### config.mk
export PLATFORM = sky130hd
export DESIGN_NAME = shift_seq_reg
export DESIGN_NICKNAME = d
export VERILOG_FILES = /design/src/rtl/shift_reg_pkg.sv /design/src/rtl/shift_step_unit.sv /design/src/rtl/shift_seq_reg.sv
export SDC_FILE = /design/constraint.sdc
export NUM_CORES = 1
export LEC_CHECK = 0
export CAP_MARGIN = 20
export CORE_MARGIN = 4
export CORE_UTILIZATION = 45
export DETAILED_ROUTE_END_ITERATION = 6
export PLACE_DENSITY_LB_ADDON = 0.08
export SYNTH_ARGS = -nofsm -noshare
export SYNTH_HDL_FRONTEND = slang
export SYNTH_HIERARCHICAL = 1
export SYNTH_SLANG_ARGS = --single-unit
### constraint.sdc
create_clock -name clk -period 6.1 [get_ports clk]
set_input_delay 1.22 -clock clk [delete_from_list [all_inputs] [get_ports clk]]
set_output_delay 1.22 -clock clk [all_outputs]
set_load 0.05 [all_outputs]
### src/rtl/shift_reg_pkg.sv
// Shared definitions for the shift_seq_reg datapath: step-mode codes and
// the sequencing FSM state encoding.
package shift_reg_pkg;

    // Step-mode codes presented on the mode input (code 7 is reserved and
    // behaves as HOLD).
    localparam logic [2:0] MODE_HOLD      = 3'd0;
    localparam logic [2:0] MODE_LOAD      = 3'd1;
    localparam logic [2:0] MODE_SRL       = 3'd2;
    localparam logic [2:0] MODE_SRA       = 3'd3;
    localparam logic [2:0] MODE_SLL       = 3'd4;
    localparam logic [2:0] MODE_ROR       = 3'd5;
    localparam logic [2:0] MODE_ADD_SHIFT = 3'd6;

    // Sequencer states: IDLE accepts start/enable, RUN steps autonomously,
    // DONE emits the one-cycle completion pulse.
    typedef enum logic [1:0] {
        ST_IDLE = 2'd0,
        ST_RUN  = 2'd1,
        ST_DONE = 2'd2
    } state_t;

endpackage

### src/rtl/shift_step_unit.sv
// Combinational next-state function of the 2N-bit register for one step of
// the selected mode. Shared by the single-step path and the autonomous run.
module shift_step_unit
    import shift_reg_pkg::*;
#(
    parameter int N = 8
) (
    input  logic [2*N-1:0] i_q,
    input  logic [2:0]     i_mode,
    input  logic [N-1:0]   i_in,
    input  logic [N:0]     i_hi_in,
    output logic [2*N-1:0] o_q_next,
    output logic           o_sout,
    output logic           o_shifts
);

    // Compute next register value, the shifted-out bit and whether this mode shifts.
    always_comb begin
        // NOTE: every output gets a default first so no path leaves it
        // unassigned; otherwise synthesis infers a latch.
        o_q_next = i_q;
        o_sout   = 1'b0;
        o_shifts = 1'b0;
        case (i_mode)
            MODE_LOAD: begin
                o_q_next = {{N{1'b0}}, i_in};
            end
            MODE_SRL: begin
                o_q_next = {1'b0, i_q[2*N-1:1]};
                o_sout   = i_q[0];
                o_shifts = 1'b1;
            end
            MODE_SRA: begin
                o_q_next = {i_q[2*N-1], i_q[2*N-1:1]};
                o_sout   = i_q[0];
                o_shifts = 1'b1;
            end
            MODE_SLL: begin
                o_q_next = {i_q[2*N-2:0], 1'b0};
                o_sout   = i_q[2*N-1];
                o_shifts = 1'b1;
            end
            MODE_ROR: begin
                o_q_next = {i_q[0], i_q[2*N-1:1]};
                o_sout   = i_q[0];
                o_shifts = 1'b1;
            end
            MODE_ADD_SHIFT: begin
                // Adder result {carry, sum} replaces the high half while the
                // low half (multiplier bits) moves down by one.
                o_q_next = {i_hi_in, i_q[N-1:1]};
                o_sout   = i_q[0];
                o_shifts = 1'b1;
            end
            default: begin
                // HOLD and the reserved code leave the register unchanged.
            end
        endcase
    end

endmodule

### src/rtl/shift_seq_reg.sv
// 2N-bit parallel-in/parallel-out shift register for the shift-add
// multiplier. Supports single steps under enable and autonomous runs of a
// programmed number of steps with a start/busy/done handshake.
module shift_seq_reg
    import shift_reg_pkg::*;
#(
    parameter int N  = 8,
    parameter int CW = $clog2(2*N+1)
) (
    input  logic           clk,
    input  logic           rst,
    input  logic [N-1:0]   IN,
    input  logic [N:0]     HI_IN,
    input  logic [2:0]     mode,
    input  logic           enable,
    input  logic           start,
    input  logic [CW-1:0]  count,
    output logic [2*N-1:0] Q,
    output logic           sout,
    output logic           busy,
    output logic           done
);

    localparam logic [CW-1:0] MAX_STEPS = CW'(2*N);

    state_t         r_state;
    logic [CW-1:0]  r_cnt;
    logic [2:0]     r_run_mode;

    logic [CW-1:0]  w_count_clamped;
    logic [2:0]     w_step_mode;
    logic [2*N-1:0] w_q_next;
    logic           w_sout;
    logic           w_shifts;

    // More than 2N steps is never useful, so longer requests saturate.
    assign w_count_clamped = (count > MAX_STEPS) ? MAX_STEPS : count;

    // During a run the latched mode drives the step unit; mode input is ignored.
    assign w_step_mode = (r_state == ST_RUN) ? r_run_mode : mode;

    shift_step_unit #(
        .N (N)
    ) u_step (
        .i_q      (Q),
        .i_mode   (w_step_mode),
        .i_in     (IN),
        .i_hi_in  (HI_IN),
        .o_q_next (w_q_next),
        .o_sout   (w_sout),
        .o_shifts (w_shifts)
    );

    // Sequencer FSM with registered outputs, step counter and data register.
    always_ff @(posedge clk or posedge rst) begin
        if (rst) begin
            r_state    <= ST_IDLE;
            r_cnt      <= '0;
            r_run_mode <= MODE_HOLD;
            Q          <= '0;
            sout       <= 1'b0;
            busy       <= 1'b0;
            done       <= 1'b0;
        end else begin
            // NOTE: non-blocking assignments here so every register samples
            // the pre-edge values, matching real flip-flop behaviour.
            done <= 1'b0;
            case (r_state)
                ST_IDLE: begin
                    if (start) begin
                        // start wins over enable; no step on the accepting edge.
                        if (w_count_clamped != '0) begin
                            r_run_mode <= mode;
                            r_cnt      <= w_count_clamped;
                            busy       <= 1'b1;
                            r_state    <= ST_RUN;
                        end else begin
                            done    <= 1'b1;
                            r_state <= ST_DONE;
                        end
                    end else if (enable) begin
                        Q <= w_q_next;
                        if (w_shifts) begin
                            sout <= w_sout;
                        end
                    end
                end
                ST_RUN: begin
                    Q <= w_q_next;
                    if (w_shifts) begin
                        sout <= w_sout;
                    end
                    r_cnt <= r_cnt - CW'(1);
                    if (r_cnt == CW'(1)) begin
                        busy    <= 1'b0;
                        done    <= 1'b1;
                        r_state <= ST_DONE;
                    end
                end
                ST_DONE: begin
                    r_state <= ST_IDLE;
                end
                default: begin
                    r_state <= ST_IDLE;
                end
            endcase
        end
    end

endmodule

==> results.toml, run 1 <==
[outcome]
outcome = "completed"

[yosys]
synth_edf_count = 0
synth_ff_type = "dfrtp_1"
synth_commonest_cells = "dfrtp_1 (29), nand2_1 (22), a21oi_1 (21), mux2_1 (11), nor3b_1 (10)"
synth.largest_area_cell = "dfrtp_1"
synth_most_common_cell = "dfrtp_1"
synthArstFlopShare_pct = 100
synth_nets = 264
syn-cell-area_sq_um = 2310
yosys-top-cells-area = "dfrtp_1 (31%), mux2_1 (5.4%), mux4_2 (4.9%)"
ys_seq_area_share_pct = 31.4
synth.ff_latch_count = 29
synth.distinct_cells = 48
yosys_warnings = 6
synth_top_area_share_pct = 31.4
synth.avg_cell_area_sq_um = 9.93
synthCells = 233

[drt]
wl_met1_mm = 2.41
dr.pass1.iters = 4
highest_layer = "met4"
met3RoutedLength_um = 280
drtIter0Drc = 101
drcViolationCount = 0
post_drt_wl_per_cell_um = 14.9
wl_mm = 5.05
detail-route-antenna-nets = 0
viasPerCell = 5.71
met2_length_mm = 2.32
vias = 1937

[power]
p_leak_nw = 1.17
ir_worst_vdd_mv = 0.451
power_density_nw_per_um2 = 627

[worst_setup_path]
reg2reg_to = "Q[0]$_DFFE_PP0P_"
reg2reg_depth = 8
reg2reg_setup_slack_ps = 2710
endpoint_kind = "register"
worstSetupStartpoint = "mode[1]"
crit_end = "Q[0]$_DFFE_PP0P_"
start_kind = "input port"
required_ps = 6260
cp.arrival_ps = 3870
path_max_fanout = 38
worstReg2RegStart = "r_state[0]$_DFFE_PP0P_"
path_class = "input port to register"

[clocking]
clkSinkCount = 29
cts_made_buffers = 5
clk_path_buf_depth = 2
cts-root-buf = "clkbuf_8"
clk_latency_ps = 280
h-tree-depth = 2
cts_hold_buf = 0
cts_setup_buffers = 0
clk_pin_slew_worst_paths_ps = 60
tritoncts = "built"
ctsResizeCount = 0

[grt]
grt-ovfl-total = 0
grt_pass1_wl_mm = 8.35
grt_max_degree = 39
grt_antenna_before_repair = 0
grt_pass1_vias = 1699
grt_usage_pct = 16.6

[place]
gp_congestion = 0.743
place_hpwl_mm = 3.47
io_buffer_count = 47

[flow_run]
drv_cap = 0

[sta]
slew_violations = 0
worstMarginPinSlew_ps = 701
rsz0062_at_grt = "no"
setup-tns-final_ps = 0
relSlewSlack_pct = 53.2
final.min_clock_period_ps = 3710
setup_viol = 0
finalCritPeriodShare_pct = 60.8
final-hold-violation-count = 0
fmax_mhz = 270
finClkSkew_ps = 5.77

[layout]
finalNetCount = 302
nFillCells = 444
utilization_pct = 58.9
n_antenna_cell = 0
syn_to_final_growth_pct = 23.5
drive_above_1_share_pct = 12.5

[floorplan]
fp.dieArea_sq_um = 6350
pin_count = 48
die-width_um = 79.7
start_util_pct = 47.7
die_y_um = 79.7
core_area_sq_um = 4850
row_count = 25

[worst_hold_path]
hold_class = "register to register"
area by class of cell:
cell class / instances / area (sq um) / area share (%)
Clock inverter: 1 / 30.0 / 1.05
Sequential cell: 29 / 726 / 25.4
Clock buffer: 7 / 86.3 / 3.02
Multi-Input combinational cell: 180 / 1420 / 49.6
Inverter: 4 / 15.0 / 0.525
Tap cell: 67 / 83.8 / 2.93
Timing Repair Buffer: 51 / 500 / 17.5
state kept, by name (all words and copies together), names as in the netlist:
signal	cells
busy	1
r_cnt	5
r_state	2
sout	1
done	1
r_run_mode	3
Q	16
through the flow:
stage | power, mW | hold slack (ps) | std cells | cell area [sq um] | setup slack (ps)
2_1_floorplan | 1.42 | 482 | 233 | 2310 | 3540
3_3_place_gp | 1.58 | 494 | 331 | 2740 | 2160
3_5_place_dp | 1.59 | 492 | 331 | 2740 | 2100
4_1_cts | 1.81 | 515 | 339 | 2860 | 2390
5_1_grt | 1.94 | 546 | 339 | 2860 | 2230
6_report | 1.79 | 513 | 339 | 2860 | 2390
logic make-up after synthesis:
family          synth area share, %
buf+inv                        7.41
flops                          31.4
fa+ha+maj                      1.08
compound gates                 19.4
simple gates                   18.9
mux                            21.8
how the worst min path moves through the flow:
stage / cells after the start / end / start / slack [ps]
6_report: 1 / r_run_mode[2]$_DFFE_PP0P_ / r_run_mode[2]$_DFFE_PP0P_ / 510
5_1_grt: 1 / r_run_mode[2]$_DFFE_PP0P_ / r_run_mode[2]$_DFFE_PP0P_ / 550
4_1_cts: 1 / r_run_mode[2]$_DFFE_PP0P_ / r_run_mode[2]$_DFFE_PP0P_ / 510
3_5_place_dp: 1 / r_run_mode[2]$_DFFE_PP0P_ / r_run_mode[2]$_DFFE_PP0P_ / 490
3_3_place_gp: 1 / r_run_mode[1]$_DFFE_PP0P_ / r_run_mode[1]$_DFFE_PP0P_ / 490
2_1_floorplan: 1 / r_run_mode[0]$_DFFE_PP0P_ / r_run_mode[0]$_DFFE_PP0P_ / 480
worst max-delay path, stage by stage:
cell and delay, ps:
clkdlybuf4s50_1 500, nand2_1 60, nand2_1 510, buf_4 430
mux2_2 370, a22o_1 220, a211o_1 280, mux2_2 260
where the power goes:
part	internal (mW)	switching, mW	leakage, nW
combinational	0.539	0.650	0.753
sequential	0.281	0.114	0.362
clock	0.133	0.0750	0.0585
metal layers:
| layer | up-vias | global-route usage [%] |
|---|---|---|
| met5 | - | 0 |
| met4 | 0 | 4.12 |
| met3 | 5 | 3.95 |
| met2 | 45 | 24.2 |
| met1 | 927 | 24.4 |
| li1 | 960 | - |
placed cells by master, fill, tap and decap left out, types with 4 or more instances in the layout:
cell type,n
nand2b_1,9
nor2_1,7
inv_1,4
a22oi_1,7
a21oi_1,21
mux4_2,5
buf_4,4
nand2_1,22
mux2i_1,8
nor3_1,5
dfrtp_1,29
mux2_2,8
mux2_1,11
or3_1,7
nor3b_1,10
o221ai_1,6
a211o_1,7
clkbuf_8,6
clkdlybuf4s50_1,47
o21ai_0,7
(Power assumes the default switching activity.)
==> run 2: changes to the inputs <==
clock period = 3.5 ns   (was 6.1 ns; I/O delays follow)
==> run 2 against run 1 <==
Count of clock-buffer cells in the layout unchanged. First-iteration DRC count up 19%. Wire length up 6.7%. Clock power up 49%. Largest power group unchanged. Final area up 1.1%. Sequential share of layout area down 0.26 points. Sequential power up 75%. Register-to-register slack worse by 1800 ps. Setup slack worse by 1500 ps. Highest routed layer unchanged. Combinational power up 82%. Via count up 3.0%.
==> results.toml, run 2 (same netlist as run 1, synthesis figures left out) <==
[clocking]
h-tree-depth = 2
clk_path_buf_depth = 2
cts_made_buffers = 5
ctsResizeCount = 0
clk_pin_slew_worst_paths_ps = 70
cts-root-buf = "clkbuf_8"
clk_latency_ps = 280
tritoncts = "built"
cts_setup_buffers = 0
clkSinkCount = 29
cts_hold_buf = 0

[sta]
worstMarginPinSlew_ps = 631
hold_slack_ps = 520
final-hold-violation-count = 0
finalCritPeriodShare_pct = 73.7
relSlewSlack_pct = 57.9
fin_ws_ps = 922
setup_viol = 0
final.min_clock_period_ps = 2580
setup-tns-final_ps = 0
rsz0062_at_grt = "no"
finClkSkew_ps = 6.96
slew_violations = 0
fmax_mhz = 388

[worst_setup_path]
cp.arrival_ps = 2750
worstReg2RegStart = "r_state[0]$_DFFE_PP0P_"
reg2reg_setup_slack_ps = 960
worstSetupStartpoint = "mode[0]"
required_ps = 3670
path_max_fanout = 18
path_class = "input port to register"
reg2reg_to = "Q[14]$_DFFE_PP0P_"
start_kind = "input port"
reg2reg_depth = 9
endpoint_kind = "register"

[power]
internal-power_mw = 1.66
power_frac_comb_pct = 68.4
finalPower_mw = 3.16
ir_worst_vdd_mv = 0.700
p_sw_mw = 1.50
seq_power_share_pct = 21.8
power.share.clock_pct = 9.8
p_leak_nw = 1.20
power_density_nw_per_um2 = 1100
switching_share_pct = 47.4

[drt]
detail-route-antenna-nets = 0
viasPerCell = 5.79
dr.pass1.iters = 4
post_drt_wl_per_cell_um = 15.6
drcViolationCount = 0
drtIter0Drc = 120
vias = 1996
wl_mm = 5.39

[grt]
grt_pass1_wl_mm = 9.00
grt_max_degree = 30
grt_pass1_vias = 1775
grt-ovfl-total = 0
grt_util_met1_pct = 26.2
grt_antenna_before_repair = 0
grt_usage_pct = 18.0
grt_util_met3_pct = 4.18
use_met2_pct = 26.0
busiest_layer = "met1"

[floorplan]
pin_count = 48
die-width_um = 79.7
core_area_sq_um = 4850
die_y_um = 79.7
start_util_pct = 47.7
fp.dieArea_sq_um = 6350
row_count = 25

[worst_hold_path]
holdPathEnd = "r_run_mode[0]$_DFFE_PP0P_"
holdCritStartpoint = "r_run_mode[0]$_DFFE_PP0P_"
hold_class = "register to register"
whs_path_depth = 1

[layout]
final_common_cell = "clkdlybuf4s50_1"
regArea_sq_um = 726
n_antenna_cell = 0
utilization_pct = 59.6
finalNetCount = 308
drive_above_1_share_pct = 14.7
largest_register_ffs = 16
final_cell_mix = "clkdlybuf4s50_1 (47), dfrtp_1 (29), nand2_1 (22), a21oi_1 (21), mux2_1 (11)"
final_area_sq_um = 2890
syn_to_final_growth_pct = 24.8
finalNonFillerCells = 345
nFillCells = 435
top_regs = "Q (16), r_cnt (5), r_run_mode (3)"
largest_register = "Q"
multi_input_area_sq_um = 1420

[place]
place_hpwl_mm = 3.78
gp_congestion = 0.760
io_buffer_count = 47
dp_cells = 337
dp_slack_ps = 628
place_area_sq_um = 2790

[flow_run]
drv_cap = 0

[outcome]
outcome = "completed"
-- run 2: cell types whose count changed in the layout (fill, tap and decap cells not counted) --
cell | before | now
bufinv_16 | 1 | 0
clkinv_2 | 0 | 1
clkbuf_8 | 6 | 7
buf_4 | 4 | 10
clkbuf_1 | 1 | 0
-- run 2: routing by layer --
layer | vias up | wire [um]
li1 | 974 | -
met1 | 946 | 2520
met2 | 69 | 2460
met3 | 7 | 336
met4 | 0 | 73
met5 | - | 0
-- run 2: how the worst max path moves through the flow --
| stage | endpoint | cells after the start | slack (ps) |
|---|---|---|---|
| after floorplan | Q[8]$_DFFE_PP0P_ | 10 | 1400 |
| after global placement | Q[14]$_DFFE_PP0P_ | 8 | 630 |
| after detailed placement | Q[14]$_DFFE_PP0P_ | 8 | 630 |
| after CTS | Q[14]$_DFFE_PP0P_ | 8 | 930 |
| after global routing | Q[13]$_DFFE_PP0P_ | 9 | 740 |
| final | Q[14]$_DFFE_PP0P_ | 8 | 920 |
-- run 2: cell type report --
type,instances,share of cell area [%]
clock buffers,7,3.34
clock inverters,1,0.173
inverters,4,0.520
multi-input cells,180,49.0
flip-flops and latches,29,25.1
well taps,67,2.90
repair buffers,57,18.9
-- run 2: power groups by stage --
stage | Sequential (mW) | Clock, mW | Combinational (mW)
after floorplan | 0.920 | 0 | 1.55
after global placement | 0.689 | 0 | 2.14
after detailed placement | 0.692 | 0 | 2.17
after CTS | 0.689 | 0.318 | 2.17
after global routing | 0.720 | 0.337 | 2.37
final | 0.691 | 0.310 | 2.16
-- run 2: critical path, stage by stage --
cell and delay, ps:
clkdlybuf4s50_1 480, nand2_1 50, nand2_1 250, buf_4 300, mux4_1 560, nand2_1 70, o21ai_0 70, mux2_2 260
